### config.mk
export PLATFORM = sky130hd
export DESIGN_NAME = aes_cbc_sequencer
export DESIGN_NICKNAME = d
export VERILOG_FILES = /design/src/rtl/aes_cbc_sequencer_pkg.sv /design/src/rtl/aes_cbc_sequencer_chain_reg.sv /design/src/rtl/aes_cbc_sequencer.sv
export SDC_FILE = /design/constraint.sdc
export NUM_CORES = 1
export LEC_CHECK = 0
export ABC_AREA = 1
export BUFFER_PORTS_ARGS = -buffer_cell sky130_fd_sc_hd__clkbuf_2
export CAP_MARGIN = 20
export CORE_AREA = 2 2 366 368
export DETAILED_ROUTE_END_ITERATION = 16
export DIE_AREA = 0 0 368 370
export SYNTH_ARGS = -nofsm -noshare
export SYNTH_HDL_FRONTEND = slang
export SYNTH_SLANG_ARGS = --single-unit
### constraint.sdc
create_clock -name clk_i -period 3.5 [get_ports clk_i]
set_clock_uncertainty 0.2 [all_clocks]
set_input_delay 0.7 -clock clk_i [delete_from_list [all_inputs] [get_ports clk_i]]
set_output_delay 0.7 -clock clk_i [all_outputs]
set_load 0.03 [all_outputs]
### src/rtl/aes_cbc_sequencer_pkg.sv
// aes_seq_package: shared state encoding, control/flag bundles and the
// chaining-register reset value for aes_cbc_sequencer.
package aes_seq_package;

   localparam int SEQ_BLK_W = 128;
   localparam int SEQ_CNT_W = 16;

   // Value the chaining register takes on reset, soft clear and watchdog abort
   localparam logic [SEQ_BLK_W-1:0] IV_RST = 128'h000102030405060708090a0b0c0d0e0f;

   typedef enum logic [2:0] {
      S_IDLE     = 3'd0,
      S_KEY      = 3'd1,
      S_WAIT_TXT = 3'd2,
      S_LOAD     = 3'd3,
      S_RUN      = 3'd4,
      S_OUT      = 3'd5
   } seq_state_t;

   // Job fields driven by the register-file controller
   typedef struct packed {
      logic                 clear;
      logic                 start;
      logic [SEQ_CNT_W-1:0] len;
      logic                 cbc_en;
      logic [SEQ_BLK_W-1:0] iv;
   } ctrl_seq_t;

   // Status reported back to the register-file controller
   typedef struct packed {
      logic                 busy;
      logic                 done;
      logic [SEQ_CNT_W-1:0] blk_cnt;
      logic                 err;
   } flags_seq_t;

endpackage

### src/rtl/aes_cbc_sequencer_chain_reg.sv
// aes_chain_reg: CBC chaining register plus the plaintext XOR.
// Priority: clear > load_iv > update.
module aes_chain_reg #(
   parameter int               BLK_W  = aes_seq_package::SEQ_BLK_W,
   parameter logic [BLK_W-1:0] IV_RST = aes_seq_package::IV_RST
) (
   input  logic             clk,
   input  logic             rst_n,
   input  logic             clear,
   input  logic             load_iv,
   input  logic [BLK_W-1:0] iv,
   input  logic             update,
   input  logic [BLK_W-1:0] upd_data,
   input  logic [BLK_W-1:0] text,
   output logic [BLK_W-1:0] chain,
   output logic [BLK_W-1:0] chained
);

   // Chain register: IV at job start, last ciphertext after each CBC block
   always_ff @(posedge clk or negedge rst_n) begin
      if (!rst_n) begin
         chain <= IV_RST;
      end else if (clear) begin
         chain <= IV_RST;
      end else if (load_iv) begin
         chain <= iv;
      end else if (update) begin
         chain <= upd_data;
      end
   end

   assign chained = text ^ chain;

endmodule

### src/rtl/aes_cbc_sequencer.sv
// aes_cbc_sequencer: drives one AES-128 cipher core over a job of LEN blocks
// in ECB or CBC mode. Optional watchdog on the core: define
// AES_SEQ_WATCHDOG_EN to abort a job whose core never reports done.
//
// Handshakes (text, key, out): a transfer happens on a rising clock edge
// where valid and ready are both 1. Ready outputs are registered state
// decodes with no combinational path from any input; out_valid_o, once
// raised, stays high with out_data_o stable until out_ready_i is seen.
module aes_cbc_sequencer #(
   parameter int               BLK_W  = aes_seq_package::SEQ_BLK_W,
   parameter int               CNT_W  = aes_seq_package::SEQ_CNT_W,
   parameter logic [BLK_W-1:0] IV_RST = aes_seq_package::IV_RST
`ifdef AES_SEQ_WATCHDOG_EN
   ,
   parameter int               WDOG_CYC = 64
`endif
) (
   input  logic             clk_i,
   input  logic             rst_ni,
   input  logic             clear_i,
   input  logic             start_i,
   input  logic [CNT_W-1:0] len_i,
   input  logic             cbc_en_i,
   input  logic [BLK_W-1:0] iv_i,
   input  logic             text_valid_i,
   output logic             text_ready_o,
   input  logic [BLK_W-1:0] text_i,
   input  logic             key_valid_i,
   output logic             key_ready_o,
   input  logic [BLK_W-1:0] key_i,
   output logic             core_ld_o,
   output logic [BLK_W-1:0] core_key_o,
   output logic [BLK_W-1:0] core_text_o,
   input  logic             core_done_i,
   input  logic [BLK_W-1:0] core_out_i,
   output logic             out_valid_o,
   input  logic             out_ready_i,
   output logic [BLK_W-1:0] out_data_o,
   output logic             busy_o,
   output logic             done_o,
   output logic [CNT_W-1:0] blk_cnt_o,
   output logic             err_o
);

   import aes_seq_package::*;

   ctrl_seq_t  ctrl;
   flags_seq_t flags;
   seq_state_t state;

   logic [CNT_W-1:0] len_q;
   logic             cbc_q;
   logic [CNT_W-1:0] blk_cnt_q;
   logic [CNT_W-1:0] cnt_nxt;
   logic             key_ready_q;
   logic             text_ready_q;
   logic             ld_q;
   logic             out_valid_q;
   logic             done_q;
   logic [BLK_W-1:0] core_key_q;
   logic [BLK_W-1:0] core_text_q;
   logic [BLK_W-1:0] out_data_q;
   logic             err_q;
   logic             wdog_abort;
   logic             chain_clear;
   logic             chain_load;
   logic             chain_upd;
   logic [BLK_W-1:0] chain;
   logic [BLK_W-1:0] chained;

   assign ctrl.clear  = clear_i;
   assign ctrl.start  = start_i;
   assign ctrl.len    = len_i;
   assign ctrl.cbc_en = cbc_en_i;
   assign ctrl.iv     = iv_i;

   assign cnt_nxt = blk_cnt_q + CNT_W'(1);

   assign chain_clear = ctrl.clear | wdog_abort;
   assign chain_load  = (state == S_IDLE) & ctrl.start & ctrl.cbc_en;
   assign chain_upd   = (state == S_RUN) & core_done_i & cbc_q;

   aes_chain_reg #(
      .BLK_W  (BLK_W),
      .IV_RST (IV_RST)
   ) u_chain (
      .clk      (clk_i),
      .rst_n    (rst_ni),
      .clear    (chain_clear),
      .load_iv  (chain_load),
      .iv       (ctrl.iv),
      .update   (chain_upd),
      .upd_data (core_out_i),
      .text     (text_i),
      .chain    (chain),
      .chained  (chained)
   );

`ifdef AES_SEQ_WATCHDOG_EN
   localparam int WD_W = $clog2(WDOG_CYC) + 1;

   logic [WD_W-1:0] wdog_cnt;

   // Abort lands exactly WDOG_CYC cycles after the load pulse: the LOAD
   // cycle plus WDOG_CYC-1 RUN cycles without a done.
   assign wdog_abort = (state == S_RUN) & ~core_done_i &
                       (wdog_cnt == WD_W'(WDOG_CYC - 2));

   // Watchdog counter and sticky error flag
   always_ff @(posedge clk_i or negedge rst_ni) begin
      if (!rst_ni) begin
         wdog_cnt <= '0;
         err_q    <= 1'b0;
      end else if (ctrl.clear) begin
         wdog_cnt <= '0;
         err_q    <= 1'b0;
      end else begin
         if (state == S_IDLE && ctrl.start) begin
            err_q <= 1'b0;
         end else if (wdog_abort) begin
            err_q <= 1'b1;
         end
         if (state == S_LOAD) begin
            wdog_cnt <= '0;
         end else if (state == S_RUN) begin
            wdog_cnt <= wdog_cnt + WD_W'(1);
         end
      end
   end
`else
   assign wdog_abort = 1'b0;
   assign err_q      = 1'b0;
`endif

   // Main sequencing FSM with registered handshake, load and status outputs
   always_ff @(posedge clk_i or negedge rst_ni) begin
      if (!rst_ni) begin
         state        <= S_IDLE;
         len_q        <= '0;
         cbc_q        <= 1'b0;
         blk_cnt_q    <= '0;
         key_ready_q  <= 1'b0;
         text_ready_q <= 1'b0;
         ld_q         <= 1'b0;
         out_valid_q  <= 1'b0;
         done_q       <= 1'b0;
         core_key_q   <= '0;
         core_text_q  <= '0;
         out_data_q   <= '0;
      end else if (ctrl.clear) begin
         state        <= S_IDLE;
         len_q        <= '0;
         cbc_q        <= 1'b0;
         blk_cnt_q    <= '0;
         key_ready_q  <= 1'b0;
         text_ready_q <= 1'b0;
         ld_q         <= 1'b0;
         out_valid_q  <= 1'b0;
         done_q       <= 1'b0;
         core_key_q   <= '0;
         core_text_q  <= '0;
         out_data_q   <= '0;
      end else begin
         done_q <= 1'b0;
         case (state)
            S_IDLE: begin
               if (ctrl.start) begin
                  len_q       <= (ctrl.len == '0) ? CNT_W'(1) : ctrl.len;
                  cbc_q       <= ctrl.cbc_en;
                  blk_cnt_q   <= '0;
                  key_ready_q <= 1'b1;
                  state       <= S_KEY;
               end
            end
            S_KEY: begin
               if (key_valid_i) begin
                  core_key_q   <= key_i;
                  key_ready_q  <= 1'b0;
                  text_ready_q <= 1'b1;
                  state        <= S_WAIT_TXT;
               end
            end
            S_WAIT_TXT: begin
               if (text_valid_i) begin
                  core_text_q  <= cbc_q ? chained : text_i;
                  text_ready_q <= 1'b0;
                  ld_q         <= 1'b1;
                  state        <= S_LOAD;
               end
            end
            S_LOAD: begin
               ld_q  <= 1'b0;
               state <= S_RUN;
            end
            S_RUN: begin
               if (core_done_i) begin
                  out_data_q  <= core_out_i;
                  out_valid_q <= 1'b1;
                  state       <= S_OUT;
               end else if (wdog_abort) begin
                  state <= S_IDLE;
               end
            end
            S_OUT: begin
               if (out_ready_i) begin
                  out_valid_q <= 1'b0;
                  blk_cnt_q   <= cnt_nxt;
                  if (cnt_nxt == len_q) begin
                     done_q <= 1'b1;
                     state  <= S_IDLE;
                  end else begin
                     text_ready_q <= 1'b1;
                     state        <= S_WAIT_TXT;
                  end
               end
            end
            default: begin
               state <= S_IDLE;
            end
         endcase
      end
   end

   assign flags.busy    = (state != S_IDLE);
   assign flags.done    = done_q;
   assign flags.blk_cnt = blk_cnt_q;
   assign flags.err     = err_q;

   assign key_ready_o  = key_ready_q;
   assign text_ready_o = text_ready_q;
   assign core_ld_o    = ld_q;
   assign core_key_o   = core_key_q;
   assign core_text_o  = core_text_q;
   assign out_valid_o  = out_valid_q;
   assign out_data_o   = out_data_q;
   assign busy_o       = flags.busy;
   assign done_o       = flags.done;
   assign blk_cnt_o    = flags.blk_cnt;
   assign err_o        = flags.err;

endmodule

==> impl_metrics.yaml, run 1 <==
critical_path:
  critical_path_arrival_ns: 3.25
  worstSetupEndpointType: "register"
  worstSetupPathType: "reg2reg"
  worstSetupStartpointType: "register"
  critical_path_peak_fanout: 31
  timing.critical_path.required_ns: 3.84
grt:
  grt_start_max_net_pins: 184
  global_route_wire_length_before_repair_um: 168000
  globalRoute.totalOverflow: 0
  grt_util_all_layers_pct: 16.6
  number_of_global_route_vias_before_repair: 24300
  antenna_violations_before_repair: 30
floorplanning:
  placement_rows: 134
  chip_width_um: 368
  start_util_pct: 19.6
  io_pins: 944
  die_height_um: 370
  core-area_sq_mm: 0.132
  die_area_sq_mm: 0.136
yosys:
  cell_area_after_synthesis_sq_mm: 0.0259
  syn-num-nets: 3411
  count_leader_synth: "sky130_fd_sc_hd__dfrtp_1"
  synth-edff-count: 0
  cell_type_with_the_highest_aggregate_area_in_the_netlist: "sky130_fd_sc_hd__dfrtp_1"
  synthTopCellsByArea: "sky130_fd_sc_hd__dfrtp_1 (50%), sky130_fd_sc_hd__nand3_1 (9.4%), sky130_fd_sc_hd__inv_1 (6.4%)"
  synth_top_cell_area_share_pct: 50.3
  synth_top_cells_by_count: "sky130_fd_sc_hd__dfrtp_1 (521), sky130_fd_sc_hd__nand3_1 (486), sky130_fd_sc_hd__inv_1 (439)"
  postSynth.asyncResetShare_pct: 100
  flop_and_latch_count_out_of_synthesis: 553
  synth_ff_type: "sky130_fd_sc_hd__dfrtp_1"
  yosysWarnings: 0
  post_synthesis_sequential_area_ratio_pct: 53.6
  synthesis.area_per_instance_sq_um: 9.02
  yosysUniqueCellTypes: 40
  post_synth_inst_count: 2873
sta:
  max_slew_margin_pct: 13.4
  hold_violations: 0
  setup_viol: 0
  max_clock_freq_mhz: 344
  finalHoldWorstSlack_ns: 0.0843
  finalSetupTns_ns: 0
  rsz0062_at_grt: "false"
  worstMarginPinSlew_ns: 1.30
  fin_crit_sh_pct: 83.1
  final_max_slew_viol_count: 0
  final_period_minus_worst_setup_slack_ns: 2.91
clock_network:
  post_cts_resize_count: 0
  clock_insertion_delay_worst_skew_ns: 0.66
  cts_buffers: 72
  cts_sinks: 553
  cts-htree-levels: 3
  max-clock-path-buffers: 3
  clockRootBuffer: "sky130_fd_sc_hd__clkbuf_16"
  cts_tree: "built"
  path_clk_slew_ns: 0.05
power:
  cellPowerDensity_mw_per_mm2: 662
  total_power_of_the_final_layout_mw: 23.4
  p_leak_nw: 17.2
  irDropWorstVdd_mv: 0.323
flow_run:
  drv.max_cap_violation_count: 0
drt:
  via_count: 24900
  post_drt_via_cell_ratio: 4.43
  antenna_left: 0
  drt-initial-drc-count: 1791
  drt_drc_violations_left: 0
  finalWirelength_um: 117000
  drt_first_pass_iters: 6
  detail_route.wl_per_cell_um: 20.9
cells_and_area:
  fin_nets: 4315
  area_delta_synth_final_pct: 36.5
  layout-drive-gt1-share_pct: 32.3
hold_path:
  holdCritPathClass: "in2reg"
placement:
  place.gp.congestion: 0.889
  io_buffers: 942
  post_detailed_placement_half_perimeter_wirelength_um: 88800
run_status:
  run_status: "complete, no violations"
area by class of cell:
| class | instances | area [sq um] |
|---|---|---|
| multi-input cells | 1677 | 9490 |
| flip-flops and latches | 553 | 13900 |
| clock inverters | 26 | 302 |
| well taps | 1768 | 2210 |
| clock buffers | 105 | 2090 |
| inverters | 446 | 1690 |
| diodes | 8 | 20.0 |
| fillers | 14200 | 97100 |
| repair buffers | 1027 | 5690 |
routing by layer:
| metal | global-route usage [%] | vias up | routed length, um |
|---|---|---|---|
| met1 | 20.7 | 12100 | 48300 |
| met4 | 6.43 | 34 | 3970 |
| met5 | 0 | - | 226 |
| met3 | 5.51 | 227 | 10500 |
| li1 | - | 11500 | - |
| met2 | 26.6 | 1035 | 54200 |
power breakdown:
| part | leakage, nW | switching (mW) | internal (mW) |
|---|---|---|---|
| Clock | 1.16 | 3.09 | 4.53 |
| Sequential | 7.02 | 0.790 | 7.73 |
| Combinational | 8.99 | 5.24 | 2.04 |
| Total | 17.2 | 9.12 | 14.3 |
registers in the layout, indices dropped and copies added, names as in the netlist:
| register | count |
|---|---|
| blk_cnt_o | 16 |
| cbc_q | 1 |
| core_key_o | 128 |
| core_ld_o | 1 |
| core_text_o | 128 |
| done_o | 1 |
| key_ready_o | 1 |
| len_q | 16 |
| out_data_o | 128 |
| out_valid_o | 1 |
| state | 3 |
| text_ready_o | 1 |
| u_chain.chain | 128 |
per-stage QoR:
step	utilization, %	instances	setup slack, ns	cell area [sq um]
finish	26.7	5610	0.590	35400
CTS	26.7	5602	0.551	35300
global route	26.7	5606	0.384	35400
detailed placement	24.8	5457	0.309	32800
global placement	24.8	5457	0.323	32800
floorplan	-	2873	1.28	25900
kinds of logic after synthesis:
family,Yosys count,synth area share (%)
xor gates and xnor gates,1,0.0338
AOI/OAI and AO/OA,719,17.4
muxes,95,3.67
and+or+nand+nor,860,15.2
DFF,553,53.6
adders and majority gates,1,0.0483
other,1,0.0145
buffers and inverters,643,10.1
placed cells by master, fill, tap and decap left out, types with 8 or more instances in the layout:
cell / n
sky130_fd_sc_hd__dfrtp_1: 520
sky130_fd_sc_hd__a21oi_1: 131
sky130_fd_sc_hd__nand3_1: 485
sky130_fd_sc_hd__o221ai_1: 32
sky130_fd_sc_hd__nor2_1: 158
sky130_fd_sc_hd__diode_2: 8
sky130_fd_sc_hd__o21ai_0: 309
sky130_fd_sc_hd__dfstp_2: 32
sky130_fd_sc_hd__clkbuf_2: 941
sky130_fd_sc_hd__o22ai_2: 50
sky130_fd_sc_hd__clkbuf_16: 74
sky130_fd_sc_hd__nand2_1: 182
sky130_fd_sc_hd__inv_1: 437
sky130_fd_sc_hd__mux2i_1: 95
sky130_fd_sc_hd__o22ai_1: 55
sky130_fd_sc_hd__clkinv_2: 10
sky130_fd_sc_hd__buf_12: 23
sky130_fd_sc_hd__buf_4: 48
sky130_fd_sc_hd__nand4_1: 10
sky130_fd_sc_hd__dlygate4sd3_1: 14
sky130_fd_sc_hd__clkbuf_1: 19
sky130_fd_sc_hd__o21bai_1: 127
sky130_fd_sc_hd__clkbuf_8: 12
what timing repair did:
item,in CTS,in global routing
endpoints found under the setup margin,0,0
buffers inserted,0,0
endpoints found under the hold margin,60,0
hold buffers,14,0
worst paths after layout:
kind	startpoint	endpoint	slack [ns]	cells past startpoint
setup / recovery	state[0]$_DFFE_PN0P_	out_data_o[17]$_DFFE_PN0P_	0.59	9
max in group asynchronous	rst_ni	u_chain.chain[97]$_DFFE_PN1P_	1.64	4
setup reg to reg	state[0]$_DFFE_PN0P_	out_data_o[17]$_DFFE_PN0P_	0.59	9
hold reg to reg	text_ready_o$_DFFE_PN0P_	text_ready_o$_DFFE_PN0P_	0.30	2
hold / removal	core_out_i[37]	out_data_o[37]$_DFFE_PN0P_	0.08	3
min in group asynchronous	rst_ni	core_key_o[52]$_DFFE_PN0P_	0.40	2
worst max-delay path: stages, from the launching register on:
cell and delay (ns):
sky130_fd_sc_hd__dfrtp_1 0.42, sky130_fd_sc_hd__inv_2 0.07, sky130_fd_sc_hd__nor3_2 0.26, sky130_fd_sc_hd__inv_2 0.08
sky130_fd_sc_hd__nand2_1 0.14, sky130_fd_sc_hd__o211ai_2 0.13, sky130_fd_sc_hd__nor2_4 0.82, sky130_fd_sc_hd__buf_4 0.47
sky130_fd_sc_hd__nand2_1 0.08, sky130_fd_sc_hd__o21ai_0 0.09
No activity file was read; power rests on OpenSTA's default activity.
==> run 2, diff against run 1 <==
Clock period 3.5 ns to 2.3 ns, I/O delays scaled along.
==> impl_metrics.yaml, run 2 (synthesis results as in run 1) <==
power:
  p_int_mw: 23.0
  p_leak_nw: 20.3
  switching_power_share_of_the_total_pct: 39.1
  irDropWorstVdd_mv: 0.514
  p_sw_mw: 14.8
  power.share.sequential_pct: 34.4
  pwr-share-clk_pct: 30.3
  cellPowerDensity_mw_per_mm2: 889
  comb_power_share_pct: 35.3
cells_and_area:
  layout_common_cells: "sky130_fd_sc_hd__clkbuf_2 (939), sky130_fd_sc_hd__dlygate4sd3_1 (529), sky130_fd_sc_hd__dfrtp_1 (517)"
  fill_cells: 13600
  layout-drive-gt1-share_pct: 31.8
  final_common_cell: "sky130_fd_sc_hd__clkbuf_2"
  area_delta_synth_final_pct: 63.8
  final_cell_area_sq_mm: 0.0425
  fin_nets: 4962
  finish.cell_count_without_fillers: 6260
floorplanning:
  chip_width_um: 368
  core-area_sq_mm: 0.132
  start_util_pct: 19.6
  die_area_sq_mm: 0.136
  die_height_um: 370
  io_pins: 944
  placement_rows: 134
drt:
  drt-initial-drc-count: 2127
  finalWirelength_um: 132000
  antenna_left: 0
  drt_first_pass_iters: 7
  drt_drc_violations_left: 0
  detail_route.wl_per_cell_um: 21.0
  via_count: 28100
  post_drt_via_cell_ratio: 4.49
grt:
  global_route_wire_length_before_repair_um: 179000
  antenna_violations_before_repair: 27
  globalRoute.totalOverflow: 0
  grt_util_all_layers_pct: 17.5
  grt_start_max_net_pins: 137
  number_of_global_route_vias_before_repair: 28100
sta:
  setup_viol: 0
  final_max_slew_viol_count: 0
  max_slew_margin_pct: 40.9
  hold_violations: 0
  finalHoldWorstSlack_ns: 0.0857
  final_period_minus_worst_setup_slack_ns: 2.29
  rsz0062_at_grt: "true"
  fin_crit_sh_pct: 99.6
  worstMarginPinSlew_ns: 0.886
  max_clock_freq_mhz: 436
  finalSetupTns_ns: 0
clock_network:
  cts_sinks: 553
  clock_insertion_delay_worst_skew_ns: 0.66
  cts-htree-levels: 3
  cts_tree: "built"
  clockRootBuffer: "sky130_fd_sc_hd__clkbuf_16"
  cts_buffers: 71
  max-clock-path-buffers: 3
  path_clk_slew_ns: 0.06
placement:
  place_inst: 5550
  placement.cell_area_sq_mm: 0.0338
  io_buffers: 942
  post_detailed_placement_half_perimeter_wirelength_um: 90300
  place.gp.congestion: 0.911
critical_path:
  worstSetupStartpointType: "register"
  worstSetupPathType: "reg2out"
  worstSetupEndpointType: "output pin"
  critical_path_peak_fanout: 2
  timing.critical_path.required_ns: 1.64
  critical_path_arrival_ns: 1.63
hold_path:
  holdCritPathClass: "in2reg"
run_status:
  run_status: "complete, no violations"
flow_run:
  drv.max_cap_violation_count: 0
-- run 2: changes by cell type in the layout (fill, tap and decap cells not counted), sizes merged --
cell         previous run  this run
buf                    72       189
bufinv                  5         3
clkbuf               1046      1055
clkinv                 11        13
clkinvlp                6         3
diode                   8        15
dlygate4sd3            14       529
inv                   450       452
nand2                 186       187
nand3                 487       488
nor2                  168       169
-- run 2: final cells by class --
class | instances | area (sq um) | area share (%)
sequential | 553 | 13900 | 32.7
timing repair buffer | 1672 | 12500 | 29.4
multi-input combinational | 1680 | 9800 | 23.1
tap | 1768 | 2210 | 5.21
clock buffer | 101 | 2090 | 4.92
inverter | 446 | 1690 | 3.99
clock inverter | 25 | 249 | 0.586
antenna | 15 | 37.5 | 0.0884
-- run 2: metal layers --
metal	vias up	GRT usage (%)	part of all wire, %
met5	-	0	0.058
met4	14	8.15	4.3
met3	324	5.08	8.5
met2	1363	28.3	47
met1	13600	21.4	40
li1	12800	-	-
-- run 2: what timing repair did --
action                                  CTS  global route
hold endpoints to repair                815             0
resized for setup                        15            94
endpoints found under the setup margin    3           170
pin swaps                                 3            15
gates cloned                              0            21
buffers inserted                          3            17
hold buffers                            529             0
-- run 2: worst paths after layout --
kind                                         startpoint                           to  slack (ns)  cells after the start
max in group asynchronous                        rst_ni   core_key_o[96]$_DFFE_PN0P_        0.28                      4
worst min register to register  out_valid_o$_DFFE_PN0P_      out_valid_o$_DFFE_PN0P_        0.30                      2
min in group asynchronous                        rst_ni   out_data_o[27]$_DFFE_PN0P_        0.64                      3
worst min-delay path                         text_i[14]  core_text_o[14]$_DFFE_PN0P_        0.09                      4
worst max-delay path               state[1]$_DFFE_PN0P_                       busy_o       0.008                      6
worst max register to register     state[1]$_DFFE_PN0P_   core_key_o[22]$_DFFE_PN0P_        0.08                      9
-- run 2: worst max-delay path, stage by stage (launching register included) --
cell	delay (ns)
sky130_fd_sc_hd__dfrtp_1	0.39
sky130_fd_sc_hd__nor2_2	0.12
sky130_fd_sc_hd__inv_2	0.06
sky130_fd_sc_hd__nor2_4	0.10
sky130_fd_sc_hd__buf_6	0.12
sky130_fd_sc_hd__inv_6	0.03
sky130_fd_sc_hd__clkbuf_16	0.15
-- run 2: power by group through the flow --
stage          clock network (mW)  registers (mW)  logic [mW]
5_1_grt                      12.1            13.2        14.2
3_3_place_gp                    0            13.0        11.6
3_5_place_dp                    0            13.1        11.7
2_1_floorplan                   0            15.7        3.98
4_1_cts                      11.8            12.9        12.6
6_report                     11.4            13.0        13.3
-- run 2: per-stage QoR --
stage | setup slack (ns) | power [mW] | util, %
finish | 0.00820 | 37.7 | 32.1
global route | -0.0925 | 39.6 | 32.0
CTS | -0.0975 | 37.3 | 31.4
detailed placement | -0.0924 | 24.7 | 25.5
global placement | -0.0618 | 24.6 | 25.5
floorplan | 0.0771 | 19.6 | -
